[config.mk]
export PLATFORM = sky130hd
export DESIGN_NAME = uart_cmd_master
export DESIGN_NICKNAME = d
export VERILOG_FILES = /design/src/rtl/uart_cmd_pkg.sv /design/src/rtl/uart_cmd_link.sv /design/src/rtl/uart_cmd_master.sv
export SDC_FILE = /design/constraint.sdc
export NUM_CORES = 1
export LEC_CHECK = 0
export ABC_AREA = 1
export BUFFER_PORTS_ARGS = -buffer_cell sky130_fd_sc_hd__buf_4
export CAP_MARGIN = 20
export CORE_ASPECT_RATIO = 0.7
export CORE_MARGIN = 8
export CORE_UTILIZATION = 40
export CTS_CLUSTER_DIAMETER = 120
export DETAILED_ROUTE_END_ITERATION = 7
export PLACE_DENSITY = 0.65
export REMOVE_ABC_BUFFERS = 1
export SLEW_MARGIN = 30
export SYNTH_ARGS = -nofsm -noshare
export SYNTH_HDL_FRONTEND = slang
export SYNTH_SLANG_ARGS = --single-unit
[constraint.sdc]
create_clock -name clk -period 9.4 [get_ports clk]
set_input_delay 1.41 -clock clk [delete_from_list [all_inputs] [get_ports clk]]
set_output_delay 1.41 -clock clk [all_outputs]
set_load 0.01 [all_outputs]
[src/rtl/uart_cmd_pkg.sv]
// Shared types and helpers for the UART command master.
package uart_cmd_pkg;
  typedef enum logic [2:0] {IDLE, SEND_OP, SEND_ADDR, SEND_DATA, WAIT_RSP, RESP} cmd_state_t;

  localparam logic OP_READ  = 1'b0;
  localparam logic OP_WRITE = 1'b1;

  function automatic int frame_clocks(input int addr_width, input int baud_period);
    return (addr_width + 2) * baud_period;
  endfunction
endpackage

[src/rtl/uart_cmd_link.sv]
// Bit-level link: frame serializer with trailing idle gap, and a synchronizing
// deserializer with mid-bit start confirmation.
module uart_cmd_link import uart_cmd_pkg::*; #(
  parameter int ADDR_WIDTH  = 16,
  parameter int DATA_WIDTH  = 8,
  parameter int BAUD_PERIOD = 16,
  parameter int GAP_BITS    = 1
) (
  input  logic                  clk,
  input  logic                  rst,
  input  logic                  tx_load,
  input  logic [ADDR_WIDTH-1:0] tx_payload,
  output logic                  tx_frame_done,
  output logic                  tx_slot_done,
  output logic                  tx,
  input  logic                  rx_arm,
  input  logic                  rx,
  output logic                  rx_start_ok,
  output logic                  rx_done,
  output logic                  rx_frame_err,
  output logic [DATA_WIDTH-1:0] rx_data
);
  localparam int FRAME_CLKS = frame_clocks(ADDR_WIDTH, BAUD_PERIOD);
  localparam int SLOT_CLKS  = FRAME_CLKS + GAP_BITS * BAUD_PERIOD;
  localparam int CW = $clog2(SLOT_CLKS);
  localparam int BW = $clog2(BAUD_PERIOD);
  localparam int IW = $clog2(ADDR_WIDTH + 2);
  localparam int SW = ADDR_WIDTH + 2;
  localparam logic [CW-1:0] FRAME_LAST = CW'(FRAME_CLKS - 1);
  localparam logic [CW-1:0] SLOT_LAST  = CW'(SLOT_CLKS - 1);
  localparam logic [BW-1:0] BAUD_LAST  = BW'(BAUD_PERIOD - 1);
  localparam logic [BW-1:0] HALF_LAST  = BW'(BAUD_PERIOD / 2 - 1);
  localparam logic [IW-1:0] STOP_IDX   = IW'(ADDR_WIDTH + 1);

  logic [SW-1:0]         tsh_q, tsh_d;
  logic [CW-1:0]         tcnt_q, tcnt_d;
  logic [BW-1:0]         tbaud_q, tbaud_d;
  logic                  tbusy_q, tbusy_d;
  logic [2:0]            rx_sync_q, rx_sync_d;
  logic                  ract_q, ract_d;
  logic [BW-1:0]         rcnt_q, rcnt_d;
  logic [IW-1:0]         ridx_q, ridx_d;
  logic [ADDR_WIDTH-1:0] rsh_q, rsh_d;

  assign tx            = tsh_q[0];
  assign tx_frame_done = tbusy_q && (tcnt_q == FRAME_LAST);
  assign tx_slot_done  = tbusy_q && (tcnt_q == SLOT_LAST);

  // Shifting in ones after the stop bit keeps tx high through the gap.
  always_comb begin
    tsh_d   = tsh_q;
    tcnt_d  = tcnt_q;
    tbaud_d = tbaud_q;
    tbusy_d = tbusy_q;
    if (tx_load) begin
      tsh_d   = {1'b1, tx_payload, 1'b0};
      tcnt_d  = '0;
      tbaud_d = '0;
      tbusy_d = 1'b1;
    end else if (tbusy_q) begin
      tcnt_d = tcnt_q + 1'b1;
      if (tbaud_q == BAUD_LAST) begin
        tbaud_d = '0;
        tsh_d   = {1'b1, tsh_q[SW-1:1]};
      end else begin
        tbaud_d = tbaud_q + 1'b1;
      end
      if (tx_slot_done) tbusy_d = 1'b0;
    end
  end

  // rx_sync_q[1] is the synchronized line, rx_sync_q[2] its previous value.
  assign rx_data      = rsh_q[DATA_WIDTH-1:0];
  assign rx_frame_err = ~rx_sync_q[1];

  always_comb begin
    rx_sync_d   = {rx_sync_q[1:0], rx};
    ract_d      = ract_q;
    rcnt_d      = rcnt_q;
    ridx_d      = ridx_q;
    rsh_d       = rsh_q;
    rx_start_ok = 1'b0;
    rx_done     = 1'b0;
    if (!rx_arm) begin
      ract_d = 1'b0;
    end else if (!ract_q) begin
      if (rx_sync_q[2] && !rx_sync_q[1]) begin
        ract_d = 1'b1;
        rcnt_d = '0;
        ridx_d = '0;
      end
    end else begin
      rcnt_d = rcnt_q + 1'b1;
      if (ridx_q == '0 && rcnt_q == HALF_LAST) begin
        rcnt_d = '0;
        if (rx_sync_q[1]) begin
          ract_d = 1'b0;
        end else begin
          ridx_d      = IW'(1);
          rx_start_ok = 1'b1;
        end
      end else if (ridx_q != '0 && rcnt_q == BAUD_LAST) begin
        rcnt_d = '0;
        if (ridx_q == STOP_IDX) begin
          rx_done = 1'b1;
          ract_d  = 1'b0;
        end else begin
          rsh_d  = {rx_sync_q[1], rsh_q[ADDR_WIDTH-1:1]};
          ridx_d = ridx_q + 1'b1;
        end
      end
    end
  end

  always_ff @(posedge clk or posedge rst) begin
    if (rst) begin
      tsh_q     <= '1;
      tcnt_q    <= '0;
      tbaud_q   <= '0;
      tbusy_q   <= 1'b0;
      rx_sync_q <= '1;
      ract_q    <= 1'b0;
      rcnt_q    <= '0;
      ridx_q    <= '0;
      rsh_q     <= '0;
    end else begin
      tsh_q     <= tsh_d;
      tcnt_q    <= tcnt_d;
      tbaud_q   <= tbaud_d;
      tbusy_q   <= tbusy_d;
      rx_sync_q <= rx_sync_d;
      ract_q    <= ract_d;
      rcnt_q    <= rcnt_d;
      ridx_q    <= ridx_d;
      rsh_q     <= rsh_d;
    end
  end
endmodule

[src/rtl/uart_cmd_master.sv]
// Request FSM turning parallel read/write requests into opcode/address/data
// frames for the UART memory wrapper, with response capture and timeout.
module uart_cmd_master import uart_cmd_pkg::*; #(
  parameter int ADDR_WIDTH     = 16,
  parameter int DATA_WIDTH     = 8,
  parameter int BAUD_PERIOD    = 16,
  parameter int GAP_BITS       = 1,
  parameter int TIMEOUT_CYCLES = 4096
) (
  input  logic                  clk,
  input  logic                  rst,
  input  logic                  req_valid,
  output logic                  req_ready,
  input  logic                  req_write,
  input  logic [ADDR_WIDTH-1:0] req_addr,
  input  logic [DATA_WIDTH-1:0] req_wdata,
  output logic                  rsp_valid,
  input  logic                  rsp_ready,
  output logic [DATA_WIDTH-1:0] rsp_rdata,
  output logic                  rsp_err,
  output logic                  tx,
  input  logic                  rx
);
  localparam int TW = $clog2(TIMEOUT_CYCLES);
  localparam logic [TW-1:0] TMO_LAST = TW'(TIMEOUT_CYCLES - 1);

  cmd_state_t            state_q, state_d;
  logic                  wr_q, wr_d, kick_q, kick_d, started_q, started_d;
  logic [ADDR_WIDTH-1:0] addr_q, addr_d;
  logic [DATA_WIDTH-1:0] wdata_q, wdata_d, rdata_q, rdata_d;
  logic [TW-1:0]         tmo_q, tmo_d;
  logic                  ready_q, ready_d, valid_q, valid_d, err_q, err_d;

  logic                  tx_load, tx_frame_done, tx_slot_done;
  logic [ADDR_WIDTH-1:0] tx_payload;
  logic                  rx_start_ok, rx_done, rx_frame_err;
  logic [DATA_WIDTH-1:0] rx_data;

  uart_cmd_link #(
    .ADDR_WIDTH(ADDR_WIDTH), .DATA_WIDTH(DATA_WIDTH),
    .BAUD_PERIOD(BAUD_PERIOD), .GAP_BITS(GAP_BITS)
  ) u_link (
    .clk(clk), .rst(rst),
    .tx_load(tx_load), .tx_payload(tx_payload),
    .tx_frame_done(tx_frame_done), .tx_slot_done(tx_slot_done), .tx(tx),
    .rx_arm(state_q == WAIT_RSP), .rx(rx),
    .rx_start_ok(rx_start_ok), .rx_done(rx_done),
    .rx_frame_err(rx_frame_err), .rx_data(rx_data)
  );

  assign req_ready = ready_q;
  assign rsp_valid = valid_q;
  assign rsp_rdata = rdata_q;
  assign rsp_err   = err_q;

  always_comb begin
    state_d    = state_q;
    wr_d       = wr_q;
    kick_d     = kick_q;
    started_d  = started_q;
    addr_d     = addr_q;
    wdata_d    = wdata_q;
    rdata_d    = rdata_q;
    err_d      = err_q;
    tmo_d      = tmo_q;
    tx_load    = 1'b0;
    tx_payload = '0;
    case (state_q)
      IDLE: if (req_valid && ready_q) begin
        state_d = SEND_OP;
        wr_d    = req_write;
        addr_d  = req_addr;
        wdata_d = req_wdata;
        kick_d  = 1'b1;
      end
      // The opcode frame launches one cycle after acceptance; later frames
      // load back-to-back on the previous slot's last cycle.
      SEND_OP: if (kick_q) begin
        tx_load       = 1'b1;
        tx_payload[0] = wr_q ? OP_WRITE : OP_READ;
        kick_d        = 1'b0;
      end else if (tx_slot_done) begin
        tx_load    = 1'b1;
        tx_payload = addr_q;
        state_d    = SEND_ADDR;
      end
      SEND_ADDR: if (wr_q) begin
        if (tx_slot_done) begin
          tx_load    = 1'b1;
          tx_payload = ADDR_WIDTH'(wdata_q);
          state_d    = SEND_DATA;
        end
      end else if (tx_frame_done) begin
        state_d   = WAIT_RSP;
        tmo_d     = '0;
        started_d = 1'b0;
      end
      SEND_DATA: if (tx_slot_done) begin
        state_d = RESP;
        rdata_d = '0;
        err_d   = 1'b0;
      end
      WAIT_RSP: begin
        if (rx_start_ok) started_d = 1'b1;
        else if (!started_q) tmo_d = tmo_q + 1'b1;
        if (rx_done) begin
          state_d = RESP;
          rdata_d = rx_frame_err ? '0 : rx_data;
          err_d   = rx_frame_err;
        end else if (!started_q && !rx_start_ok && tmo_q == TMO_LAST) begin
          state_d = RESP;
          rdata_d = '0;
          err_d   = 1'b1;
        end
      end
      RESP: if (rsp_ready) begin
        state_d = IDLE;
        rdata_d = '0;
        err_d   = 1'b0;
      end
      default: state_d = IDLE;
    endcase
    ready_d = (state_d == IDLE);
    valid_d = (state_d == RESP);
  end

  always_ff @(posedge clk or posedge rst) begin
    if (rst) begin
      state_q   <= IDLE;
      wr_q      <= 1'b0;
      kick_q    <= 1'b0;
      started_q <= 1'b0;
      addr_q    <= '0;
      wdata_q   <= '0;
      rdata_q   <= '0;
      err_q     <= 1'b0;
      tmo_q     <= '0;
      ready_q   <= 1'b0;
      valid_q   <= 1'b0;
    end else begin
      state_q   <= state_d;
      wr_q      <= wr_d;
      kick_q    <= kick_d;
      started_q <= started_d;
      addr_q    <= addr_d;
      wdata_q   <= wdata_d;
      rdata_q   <= rdata_d;
      err_q     <= err_d;
      tmo_q     <= tmo_d;
      ready_q   <= ready_d;
      valid_q   <= valid_d;
    end
  end
endmodule
; Word level (Yosys, flattened, before mapping)
; Cells that the tools add are included.
; Widths: inputs -> output; s select.
[word_totals]
ff_bits = 114
word_cells = 163
inputBits = 30
output_inout_bits = 12
[op_classes]
eq_ne = 25
muxes = 80
reduce_logical = 30
bitwise_logic = 3
addsub = 5
[op_table]
columns = operator, count
row1 = $mux 8, 7
row2 = $mux 18, 3
row3 = $mux 12, 4
row4 = $pmux 16 s2, 1
row5 = $mux 1, 31
row6 = $mux 3, 10
row7 = $mux 5, 6
row8 = $mux 4, 7
row9 = $pmux 12 s2, 1
row10 = $pmux 8 s3, 1
row11 = $eq 9x9->1 const B, 2
row12 = $mux 9, 2
row13 = $pmux 3 s6, 1
row14 = $mux 16, 1
row15 = $ne 2x2->1 const B, 8
row16 = $mux 15, 1
row17 = $reduce_and 5->1, 3
row18 = $add 12x1->12 const B, 1
row19 = $eq 12x12->1 const B, 1
row20 = $ne 3x3->1 const B, 4
row21 = $reduce_bool 2->1, 5
row22 = $add 9x1->9 const B, 1
row23 = $eq 3x3->1 const B, 3
row24 = $add 4x1->4 const B, 2
row25 = 17 further kinds, 37

; Depth between registers and ports, before layout
; Gate-level depths: netlist of run 1.
[logic_depth]
depth_word = 12
ltp_mapped = 11
depth_no_buf = 11

; Hierarchy
; From an unflattened synthesis of run 1, not the netlist that was laid out.
[unflattened]
hier_cells = 698
area_unflattened_um2 = 5929.4
[modules_own_cells]
columns = module, area_each_um2, cells_per_inst, seq_area_each_um2, n_inst
row1 = uart_cmd_link, 3259.4, 365, 1526.5, 1
row2 = uart_cmd_master, 2670.1, 333, 1326.3, 1

; Worst setup path after synthesis of run 1
; Ideal clock, no wire load.
[synth_path]
path_kind = input to register
startpoint = input req_valid
endpoint = register addr_q[11]
setup_ns = 0.117
cell_stages = 6
n_path_buf = 1
arrival_ns = 2.044
t_required_ns = 9.283
setup_slack_ns = 7.239
cell_sequence = nand2_1 nor2_1 inv_1 clkbuf_1 nand2_1 nand2_1
[synth_between]
elab_chain_cells = 2
[synth_lines]
columns = element, line_no
row1 = "start, declared", uart_cmd_master.sv:12  ; input logic req_valid,
row2 = $logic_and 1x1->1, uart_cmd_master.sv:69  ; IDLE: if (req_valid && ready_q) begin
row3 = $reduce_and 2->1 (no line), -
row4 = "end signal, assigned", uart_cmd_master.sv:145  ; addr_q <= addr_d;
row5 = "end, declared", uart_cmd_master.sv:29  ; logic [ADDR_WIDTH-1:0] addr_q, addr_d;
; Every way passes these cells.
; A chain may end at the register's enable or synchronous reset.

; Worst setup path in the final report of run 1
[layout_path]
startpoint = register state_q[2]
endpoint = register u_link.tsh_q[15]
[layout_between]
elab_chain_cells = 4
elab_cells_between_ends = 8
classes_between = 2 x eq/ne / 3 x mux / 3 x reduce/logical
[layout_lines]
columns = element, line_no
row1 = "start, declared", uart_cmd_master.sv:27  ; cmd_state_t state_q, state_d;
row2 = "start signal, assigned", uart_cmd_master.sv:141  ; state_q <= state_d;
row3 = $eq 3x2->1 or $eq 3x1->1 (tied branches), uart_cmd_master.sv:68  ; case (state_q)
row4 = $pmux 1 s2, uart_cmd_master.sv:68
row5 = $reduce_bool 2->1 (no line), -
row6 = $reduce_and 2->1 (no line), -
row7 = "end signal, assigned", uart_cmd_link.sv:127  ; tsh_q <= tsh_d;
row8 = "end, declared", uart_cmd_link.sv:35  ; logic [SW-1:0] tsh_q, tsh_d;
; Several ways; a longest one is shown, not always the timed one.

==> impl_metrics.json, run 1 <==
{
  "status": "finished, final reports clean",
  "netSwitchingPower_uw": 511.1,
  "numCtsBuffers": 17,
  "cap_violations": 0,
  "clockBufferDepth": 2,
  "p_sw_frac": 0.3111,
  "final_nets": 754,
  "cts_tree": "done",
  "min_from": "u_link.rx_sync_q[0]",
  "vias_per_cell": 4.985,
  "ys_warn_count": 0,
  "finalSetupTns_ns": 0,
  "stdcell_count": 920,
  "rrSetupSlack_ns": 6.82,
  "r2r_end": "u_link.tsh_q[15]",
  "finClkSkew_ns": 0.01157,
  "synth.most_common_cell": "nand2_1",
  "grt_first_pass_wirelength_mm": 21.78,
  "grt_pass1_vias": 4472,
  "internal-power_mw": 1.132,
  "p_seq_frac": 0.434,
  "synth_area_leaders": "dfrtp_1, nand2_1, dfstp_2, nand3_1, inv_1",
  "fin_crit_ns": 2.582,
  "drt-initial-drc-count": 323,
  "leakage_nw": 3.126,
  "async_reset_ff_frac": 1.000,
  "grt-ovfl-total": 0,
  "synth_cell_types": 38,
  "core_area_um2": 13830,
  "synth_top_cell_by_area": "dfrtp_1",
  "dp_hpwl_mm": 8.662,
  "antenna_cells": 0,
  "gp_congestion": 0.8551,
  "hold_viol_final": 0,
  "wirelength_mm": 12.83,
  "finalSetupViolations": 0,
  "synth_common_cells": "nand2_1, dfrtp_1, nand3_1, inv_1, nor2_1",
  "drc": 0,
  "clk_latency_ns": 0.41,
  "dp_cells": 888,
  "critical_path_class": "reg -> reg",
  "initial_utilization": 0.4069,
  "htreeDepth": 4,
  "crit_path_end_kind": "flop",
  "drt_pass1_iterations": 5,
  "synth-seq-area-share": 0.5070,
  "critPathArrivalTime_ns": 2.92,
  "antenna_found_initial": 0,
  "crit_required_ns": 9.74,
  "clock-sinks": 113,
  "worst_slew_pin_slew_ns": 0.8779,
  "ir_worst_vdd_uv": 135.0,
  "path_max_fanout": 23,
  "cts_root_buf": "clkbuf_16",
  "cts-resized-gates": 0,
  "max_slew_margin": 0.4133,
  "clk_pin_slew_ns": 0.06,
  "drv_slew": 0,
  "syn_inst": 680,
  "num_rows": 36,
  "hp-class": "reg -> reg",
  "layout-drive-gt1-share": 0.1726,
  "synthFlopType": "dfrtp_1",
  "powerDensity_nw_per_um2": 248.3,
  "netlist_area_um2": 5627,
  "fmax_mhz": 387.3,
  "vias": 4586,
  "startpoint_type": "flop",
  "power_frac_comb": 0.184,
  "grt_use_total": 0.1494,
  "hold_end": "u_link.rx_sync_q[1]",
  "ys_seq_elements": 113,
  "r2r-start": "state_q[2]",
  "synthDominantCellAreaShare": 0.4136,
  "fp.dieArea_um2": 18180,
  "ioPinCount": 42,
  "die-width_um": 157.8,
  "ant_nets": 0,
  "wl_per_cell_um": 13.94,
  "rsz0062_at_grt": "false",
  "fin_crit_sh": 0.2747,
  "post_cts_buffers": 0,
  "area_delta_synth_final_pct": 17.59,
  "postCtsHoldBufs": 0,
  "power_frac_clock": 0.381,
  "syn_area_per_cell_um2": 8.274,
  "io_buffers": 41,
  "grt_max_degree": 66,
  "min_path_cells": 0,
  "die_h_um": 115.2,
  "worst-r2r-cell-count": 6,
  "synth-edff-count": 0
}
==> layer usage <==
layer,GRT usage,wire [um],vias to the layer above
met3,0.04018,621,19
met4,0.06195,263,0
li1,-,-,2298
met5,0,0,-
met2,0.2187,5679,105
met1,0.2049,6264,2164
==> worst max-delay path by stage <==
stage	from	endpoint	slack (ns)	depth (start not counted)
global placement	rst	u_link.tbaud_q[2]	6.58	3
global route	u_link.tcnt_q[0]	u_link.tsh_q[5]	6.60	10
CTS	state_q[2]	u_link.tsh_q[15]	6.82	6
detailed placement	rst	u_link.tbaud_q[2]	6.54	3
finish	state_q[2]	u_link.tsh_q[15]	6.82	6
floorplan	rst	addr_q[0]	5.04	1
==> critical path, cell delays in order, from the launching register on <==
cell and delay, ns:
dfrtp_1 0.48, nor3_4 0.63, nand2_2 0.34, nand2_2 0.48, inv_2 0.30, o211ai_1 0.17, nand2_1 0.10
==> cell usage in the layout, fill, tap and decap left out, drive strengths merged, types with 12 or more instances in the layout <==
master	synthesis	final
a21oi	20	20
buf	14	43
clkbuf	11	19
dfrtp	93	93
dfstp	20	20
inv	62	67
nand2	215	215
nand3	56	56
nand4	18	18
nor2	58	58
nor3	12	12
o211ai	17	17
o21ai	42	42
xor2	15	15
==> power groups by stage <==
stage / sequential [mW] / clock, mW / combinational [mW]
final: 0.714 / 0.626 / 0.303
after global placement: 0.715 / 0 / 0.290
after CTS: 0.712 / 0.636 / 0.307
after floorplan: 0.703 / 0 / 0.210
after detailed placement: 0.719 / 0 / 0.305
after global routing: 0.728 / 0.660 / 0.353
==> cells by family after synthesis <==
family                   share of synthesized area
AO/OA/AOI/OAI                              0.09340
XOR/XNOR                                   0.02491
adder cells (fa/ha/maj)                    0.01557
buffers and inverters                      0.06893
flip-flops                                  0.5070
AND/OR/NAND/NOR                             0.2902
==> through the flow <==
step                setup WS (ns)  hold slack [ns]  utilization  instance area, um^2  total power [mW]
floorplan                   5.036           0.3452            -                 5472            0.9133
global placement            6.583           0.3470       0.4366                 6037             1.005
detailed placement          6.545           0.3484       0.4366                 6037             1.024
CTS                         6.822           0.3597       0.4785                 6616             1.656
global route                6.596           0.3639       0.4785                 6616             1.742
finish                      6.818           0.3588       0.4785                 6616             1.643
==> layout make-up <==
| class | instances | area [um^2] |
|---|---|---|
| fill | 1303 | 7212 |
| sequential | 113 | 2853 |
| multi-input combinational | 480 | 2389 |
| clock buffer | 19 | 452.9 |
| timing repair buffer | 43 | 322.8 |
| tap | 190 | 237.7 |
| inverter | 62 | 235.2 |
| clock inverter | 13 | 126.4 |
==> flip-flops by register name, summed over array words and instances (netlist names) <==
register / cells
u_link.tcnt_q: 9
u_link.ract_q: 1
u_link.tbaud_q: 4
tmo_q: 12
state_q: 3
u_link.rx_sync_q: 3
wr_q: 1
addr_q: 16
started_q: 1
rsp_err: 1
u_link.rsh_q: 16
rsp_rdata: 8
rsp_valid: 1
u_link.ridx_q: 5
req_ready: 1
kick_q: 1
u_link.tbusy_q: 1
u_link.rcnt_q: 4
u_link.tsh_q: 17
wdata_q: 8
Power figures use the tool's default switching activity.
==> run 2, diff against run 1 <==
==> constraint.sdc (replaced) <==
create_clock -name clk -period 2.44 [get_ports clk]
set_input_delay 0.366 -clock clk [delete_from_list [all_inputs] [get_ports clk]]
set_output_delay 0.366 -clock clk [all_outputs]
set_load 0.01 [all_outputs]
==> impl_metrics.json, run 2 (synthesized netlist as in run 1, its figures left out) <==
{
  "drv_slew": 0,
  "stdcell_count": 932,
  "powerDensity_nw_per_um2": 962.1,
  "core_area_um2": 13830,
  "finalSetupViolations": 0,
  "cts_root_buf": "clkbuf_16",
  "clk_pin_slew_ns": 0.05,
  "fin_crit_sh": 0.8838,
  "leakage_nw": 3.211,
  "critPathLaunch": "u_link.tcnt_q[0]",
  "finClkSkew_ns": 0.008524,
  "antenna_cells": 0,
  "ant_nets": 0,
  "startpoint_type": "flop",
  "place_area_um2": 6152,
  "ir_worst_vdd_uv": 546.7,
  "grt-ovfl-total": 0,
  "fin_crit_ns": 2.156,
  "die-width_um": 157.8,
  "wl_per_cell_um": 13.62,
  "numCtsBuffers": 17,
  "largestRegisters": "u_link.tsh_q (17), addr_q (16), u_link.rsh_q (16)",
  "cts_tree": "done",
  "wirelength_mm": 12.69,
  "cts-resized-gates": 0,
  "status": "finished, final reports clean",
  "largest_reg_flops": 17,
  "final_nets": 766,
  "drt-initial-drc-count": 398,
  "crit_path_end_kind": "flop",
  "path_cells": "ha_1 -> nand2_1 -> nor2_2 -> nand3_2 -> nand2_1 -> nand2_2 -> nand2_2 -> inv_2 -> o211ai_1 -> nand2_1",
  "clk_latency_ns": 0.41,
  "finalSetupTns_ns": 0,
  "hp-class": "in -> async",
  "grt_pass1_vias": 4468,
  "die_h_um": 115.2,
  "postCtsHoldBufs": 0,
  "drc": 0,
  "fmax_mhz": 463.7,
  "clockBufferDepth": 2,
  "worst_slew_pin_slew_ns": 0.8300,
  "power_mw": 6.507,
  "area_delta_synth_final_pct": 20.19,
  "dp_cells": 900,
  "grt_use_total": 0.1497,
  "hold_viol_final": 0,
  "ioPinCount": 42,
  "rsz0062_at_grt": "false",
  "grt_max_degree": 50,
  "fin_area_um2": 6763,
  "slowest_stage": "dfrtp_1",
  "nFillCells": 1342,
  "fp.dieArea_um2": 18180,
  "post_cts_buffers": 0,
  "htreeDepth": 4,
  "critical_path_class": "reg -> reg",
  "vias_per_cell": 5.009,
  "r2r-start": "u_link.tcnt_q[0]",
  "layout_common_cells": "nand2_1, dfrtp_1, nand3_1, inv_1, buf_4",
  "max_slew_margin": 0.4450,
  "regMostFlops": "u_link.tsh_q",
  "grt_first_pass_wirelength_mm": 21.77,
  "critPathArrivalTime_ns": 2.50,
  "crit_path_max_incr_delay_ns": 0.39,
  "io_buffers": 41,
  "crit_path_frequent_cell": "nand2_1",
  "clock-sinks": 113,
  "antenna_found_initial": 0,
  "vias": 4668,
  "layout_commonest_cell": "nand2_1",
  "initial_utilization": 0.4069,
  "gp_congestion": 0.8514,
  "dp_hpwl_mm": 8.962,
  "num_rows": 36,
  "layout-drive-gt1-share": 0.1819,
  "cap_violations": 0,
  "drt_pass1_iterations": 7,
  "crit_required_ns": 2.79,
  "path_max_fanout": 20
}
==> run 2: worst paths after layout <==
kind | to | slack, ns | cells after the start
max | u_link.tsh_q[14] | 0.28 | 10
min | addr_q[15] | 0.05 | 2
max reg2reg | u_link.tsh_q[14] | 0.28 | 10
min reg2reg | u_link.rx_sync_q[1] | 0.36 | 0
max in group asynchronous | u_link.tsh_q[0] | 1.69 | 3
min in group clk | u_link.rx_sync_q[0] | 0.06 | 1
==> run 2: report_power, final <==
| part | switching [mW] | total (mW) | internal, mW |
|---|---|---|---|
| combinational | 0.724 | 1.24 | 0.515 |
| clock | 0.841 | 2.53 | 1.68 |
| sequential | 0.327 | 2.74 | 2.41 |
==> run 2: routing by layer <==
| layer | wire length (um) | global-route usage | up-vias |
|---|---|---|---|
| met5 | 0 | 0 | - |
| met4 | 148 | 0.05499 | 0 |
| met3 | 600 | 0.03793 | 10 |
| met2 | 5754 | 0.2227 | 111 |
| met1 | 6187 | 0.2066 | 2222 |
| li1 | - | - | 2325 |
==> run 2: critical path: cells and delay by family (launching register included) <==
kind / cells / cell delay, ns
fa+ha+maj: 1 / 0.23
buf+inv: 1 / 0.34
compound gates: 1 / 0.16
simple gates: 7 / 0.96
flops: 1 / 0.39
==> run 2: metrics by stage <==
stage	util	setup slack (ns)	hold slack, ns
after global placement	0.4449	0.4274	0.3469
final	0.4891	0.2836	0.05353
after CTS	0.4891	0.3004	0.04871
after floorplan	-	-0.8803	0.3452
after global routing	0.4891	0.04147	0.04100
after detailed placement	0.4449	0.3231	0.3513
==> run 2: final cells by class <==
| cell class | instances | area, um^2 | area share |
|---|---|---|---|
| multi-input combinational | 480 | 2389 | 0.3532 |
| tap | 190 | 237.7 | 0.03515 |
| clock inverter | 9 | 132.6 | 0.01961 |
| inverter | 62 | 235.2 | 0.03478 |
| sequential | 113 | 2853 | 0.4218 |
| clock buffer | 23 | 478.0 | 0.07068 |
| timing repair buffer | 55 | 437.9 | 0.06475 |
==> run 3, diff against run 2 <==
--- a/config.mk
+++ b/config.mk
@@ -5,7 +5,7 @@
 export SDC_FILE = /design/constraint.sdc
 export NUM_CORES = 1
 export LEC_CHECK = 0
-export ABC_AREA = 1
+export ABC_AREA = 0
 export BUFFER_PORTS_ARGS = -buffer_cell sky130_fd_sc_hd__buf_4
 export CAP_MARGIN = 20
 export CORE_ASPECT_RATIO = 0.7
==> impl_metrics.json, run 3 <==
{
  "synth.most_common_cell": "dfrtp_1",
  "path_cells": "inv_2 -> ha_1 -> or4b_4 -> nor4_4 -> nor4_1 -> o41ai_4 -> a22o_1",
  "numCtsBuffers": 17,
  "grt_use_total": 0.1380,
  "hp-class": "in -> async",
  "power_mw": 6.024,
  "top_usage_layer": "met2",
  "synth_common_cells": "dfrtp_1, mux2_2, nor2_1, nand2_1, o21ai_0",
  "syn_area_per_cell_um2": 11.86,
  "critical_path_class": "reg -> reg",
  "powerDensity_nw_per_um2": 940.5,
  "crit_path_max_incr_delay_ns": 0.50,
  "synth-edff-count": 0,
  "fp.dieArea_um2": 16840,
  "grt_max_degree": 51,
  "largest_reg_flops": 17,
  "crit_family": "simple AND/OR/NAND/NOR gates",
  "cap_violations": 0,
  "antenna_found_initial": 0,
  "synth_area_leaders": "dfrtp_1, dfstp_2, mux2_2, mux2i_1, nor2_1",
  "yosys.area_share.simple": 0.1480,
  "startpoint_type": "flop",
  "finalSetupViolations": 0,
  "syn_inst": 435,
  "fin_crit_sh": 0.9553,
  "die-width_um": 151.7,
  "leakage_nw": 2.909,
  "clock-sinks": 113,
  "area_delta_synth_final_pct": 24.16,
  "clockBufferDepth": 2,
  "status": "finished, final reports clean",
  "crit_required_ns": 2.79,
  "num_rows": 34,
  "gr-usage-met2": 0.1968,
  "layout_common_cells": "dfrtp_1, buf_4, mux2_2, nor2_1, nand2_1",
  "drv_slew": 0,
  "fmax_mhz": 429.0,
  "stdcell_count": 672,
  "vias_per_cell": 5.307,
  "finClkSkew_ns": 0.01258,
  "async_reset_ff_frac": 1.000,
  "synth_fa_ha_area_frac": 0.01698,
  "hold_viol_final": 0,
  "io_buffers": 41,
  "ys_seq_elements": 113,
  "ys_warn_count": 0,
  "fin_crit_ns": 2.331,
  "ir_worst_vdd_uv": 574.4,
  "regMostFlops": "u_link.tsh_q",
  "crit_path_end_kind": "flop",
  "clk_latency_ns": 0.42,
  "muxShareOfSynthArea": 0.1305,
  "clk_pin_slew_ns": 0.06,
  "htreeDepth": 4,
  "cts_root_buf": "clkbuf_16",
  "use_met3": 0.04853,
  "layout_commonest_cell": "dfrtp_1",
  "critPathArrivalTime_ns": 2.68,
  "synthXorXnorAreaFrac": 0.03226,
  "drt_pass1_iterations": 4,
  "grt-ovfl-total": 0,
  "core_area_um2": 12510,
  "path_max_fanout": 8,
  "cts_tree": "done",
  "ioPinCount": 42,
  "vias": 3566,
  "antenna_cells": 0,
  "worst_slew_pin_slew_ns": 0.6429,
  "synth_compound_area_frac": 0.09847,
  "die_h_um": 111.0,
  "layout-drive-gt1-share": 0.3333,
  "dp_hpwl_mm": 7.184,
  "max_slew_margin": 0.5714,
  "synth_cell_types": 54,
  "synth_top_family_by_area": "simple AND/OR/NAND/NOR gates",
  "largestRegisters": "u_link.tsh_q (17), addr_q (16), u_link.rsh_q (16)",
  "gp_congestion": 0.8026,
  "synthDominantCellAreaShare": 0.4511,
  "grt_pass1_vias": 3817,
  "wl_per_cell_um": 15.84,
  "netlist_area_um2": 5159,
  "dp_cells": 637,
  "grt_first_pass_wirelength_mm": 18.67,
  "postCtsHoldBufs": 0,
  "synth-seq-area-share": 0.5530,
  "rsz0062_at_grt": "false",
  "initial_utilization": 0.4125,
  "final_nets": 534,
  "synth_top_cell_by_area": "dfrtp_1",
  "synthFlopType": "dfrtp_1",
  "wirelength_mm": 10.65,
  "cp_num_buf_inv": 1,
  "grt_use_met1": 0.1848,
  "drc": 0,
  "ant_nets": 0,
  "slowest_stage": "or4b_4",
  "drt-initial-drc-count": 210
}
[run 3: cell count changes in the layout (fill, tap and decap cells not counted), sizes merged, moves of 11 or more]
| cell | delta |
|---|---|
| nand4 | -11 |
| o211ai | -16 |
| a21oi | -11 |
| xnor2 | +13 |
| nand2 | -189 |
| nand3 | -40 |
| mux2i | +20 |
| mux2 | +42 |
| nor2 | -22 |
| inv | -53 |
| o21ai | -18 |
[run 3: report_power, final]
| group | switching, mW | internal (mW) |
|---|---|---|
| Sequential | 0.306 | 2.29 |
| Clock | 0.905 | 1.64 |
| Combinational | 0.400 | 0.480 |
[run 3: layout make-up]
| cell class | instances | area (um^2) |
|---|---|---|
| Fill cell | 1099 | 6102 |
| Sequential cell | 113 | 2853 |
| Clock buffer | 18 | 439.2 |
| Tap cell | 162 | 202.7 |
| Timing Repair Buffer | 63 | 498.0 |
| Inverter | 5 | 21.27 |
| Multi-Input combinational cell | 297 | 2213 |
| Clock inverter | 14 | 177.7 |
[run 3: path summary, 6_finish.rpt]
| path | start | endpoint | slack (ns) | cells after the start |
|---|---|---|---|---|
| worst max-delay path | u_link.ridx_q[0] | rsp_rdata[4] | 0.11 | 7 |
| worst min-delay path | rst | wdata_q[5] | 0.04 | 2 |
| worst max register to register | u_link.ridx_q[0] | rsp_rdata[4] | 0.11 | 7 |
| worst min register to register | u_link.rx_sync_q[0] | u_link.rx_sync_q[1] | 0.36 | 0 |
| max in group asynchronous | rst | u_link.tsh_q[1] | 1.72 | 3 |
| min in group clk | rx | u_link.rx_sync_q[0] | 0.05 | 1 |
[run 3: worst reg2reg max path: stages, from the launching register on]
cell and delay (ns):
dfrtp_1 0.42, inv_2 0.09, ha_1 0.13, or4b_4 0.50
nor4_4 0.30, nor4_1 0.13, o41ai_4 0.48, a22o_1 0.22
[run 3: routing by layer]
| layer | up-vias | routed length, um |
|---|---|---|
| li1 | 1714 | - |
| met3 | 14 | 464 |
| met5 | - | 0 |
| met1 | 1773 | 5118 |
| met2 | 65 | 4922 |
| met4 | 0 | 140 |
[run 3: kinds of logic after synthesis]
| family | Yosys count |
|---|---|
| AO/OA/AOI/OAI | 71 |
| AND/OR/NAND/NOR | 138 |
| multiplexers | 62 |
| flip-flops | 113 |
| buffers and inverters | 25 |
| XOR/XNOR | 19 |
| adder cells (fa/ha/maj) | 7 |
[run 3: through the flow]
step	hold slack, ns	area (um^2)	setup slack, ns	setup TNS (ns)	util
5_1_grt	0.04028	6405	0.005312	0	0.5121
4_1_cts	0.03594	6380	0.04035	0	0.5101
2_1_floorplan	0.3452	5070	-0.8803	-102.25	-
6_report	0.04187	6405	0.1090	0	0.5121
3_3_place_gp	0.3476	5763	0.1610	0	0.4608
3_5_place_dp	0.3479	5763	0.04642	0	0.4608
[run 3: what timing repair did]
| action | in CTS | in global routing |
|---|---|---|
| endpoints found under the setup margin | 0 | 12 |
| buffers inserted | 0 | 3 |
| resized for setup | 0 | 3 |
| endpoints found under the hold margin | 0 | 0 |
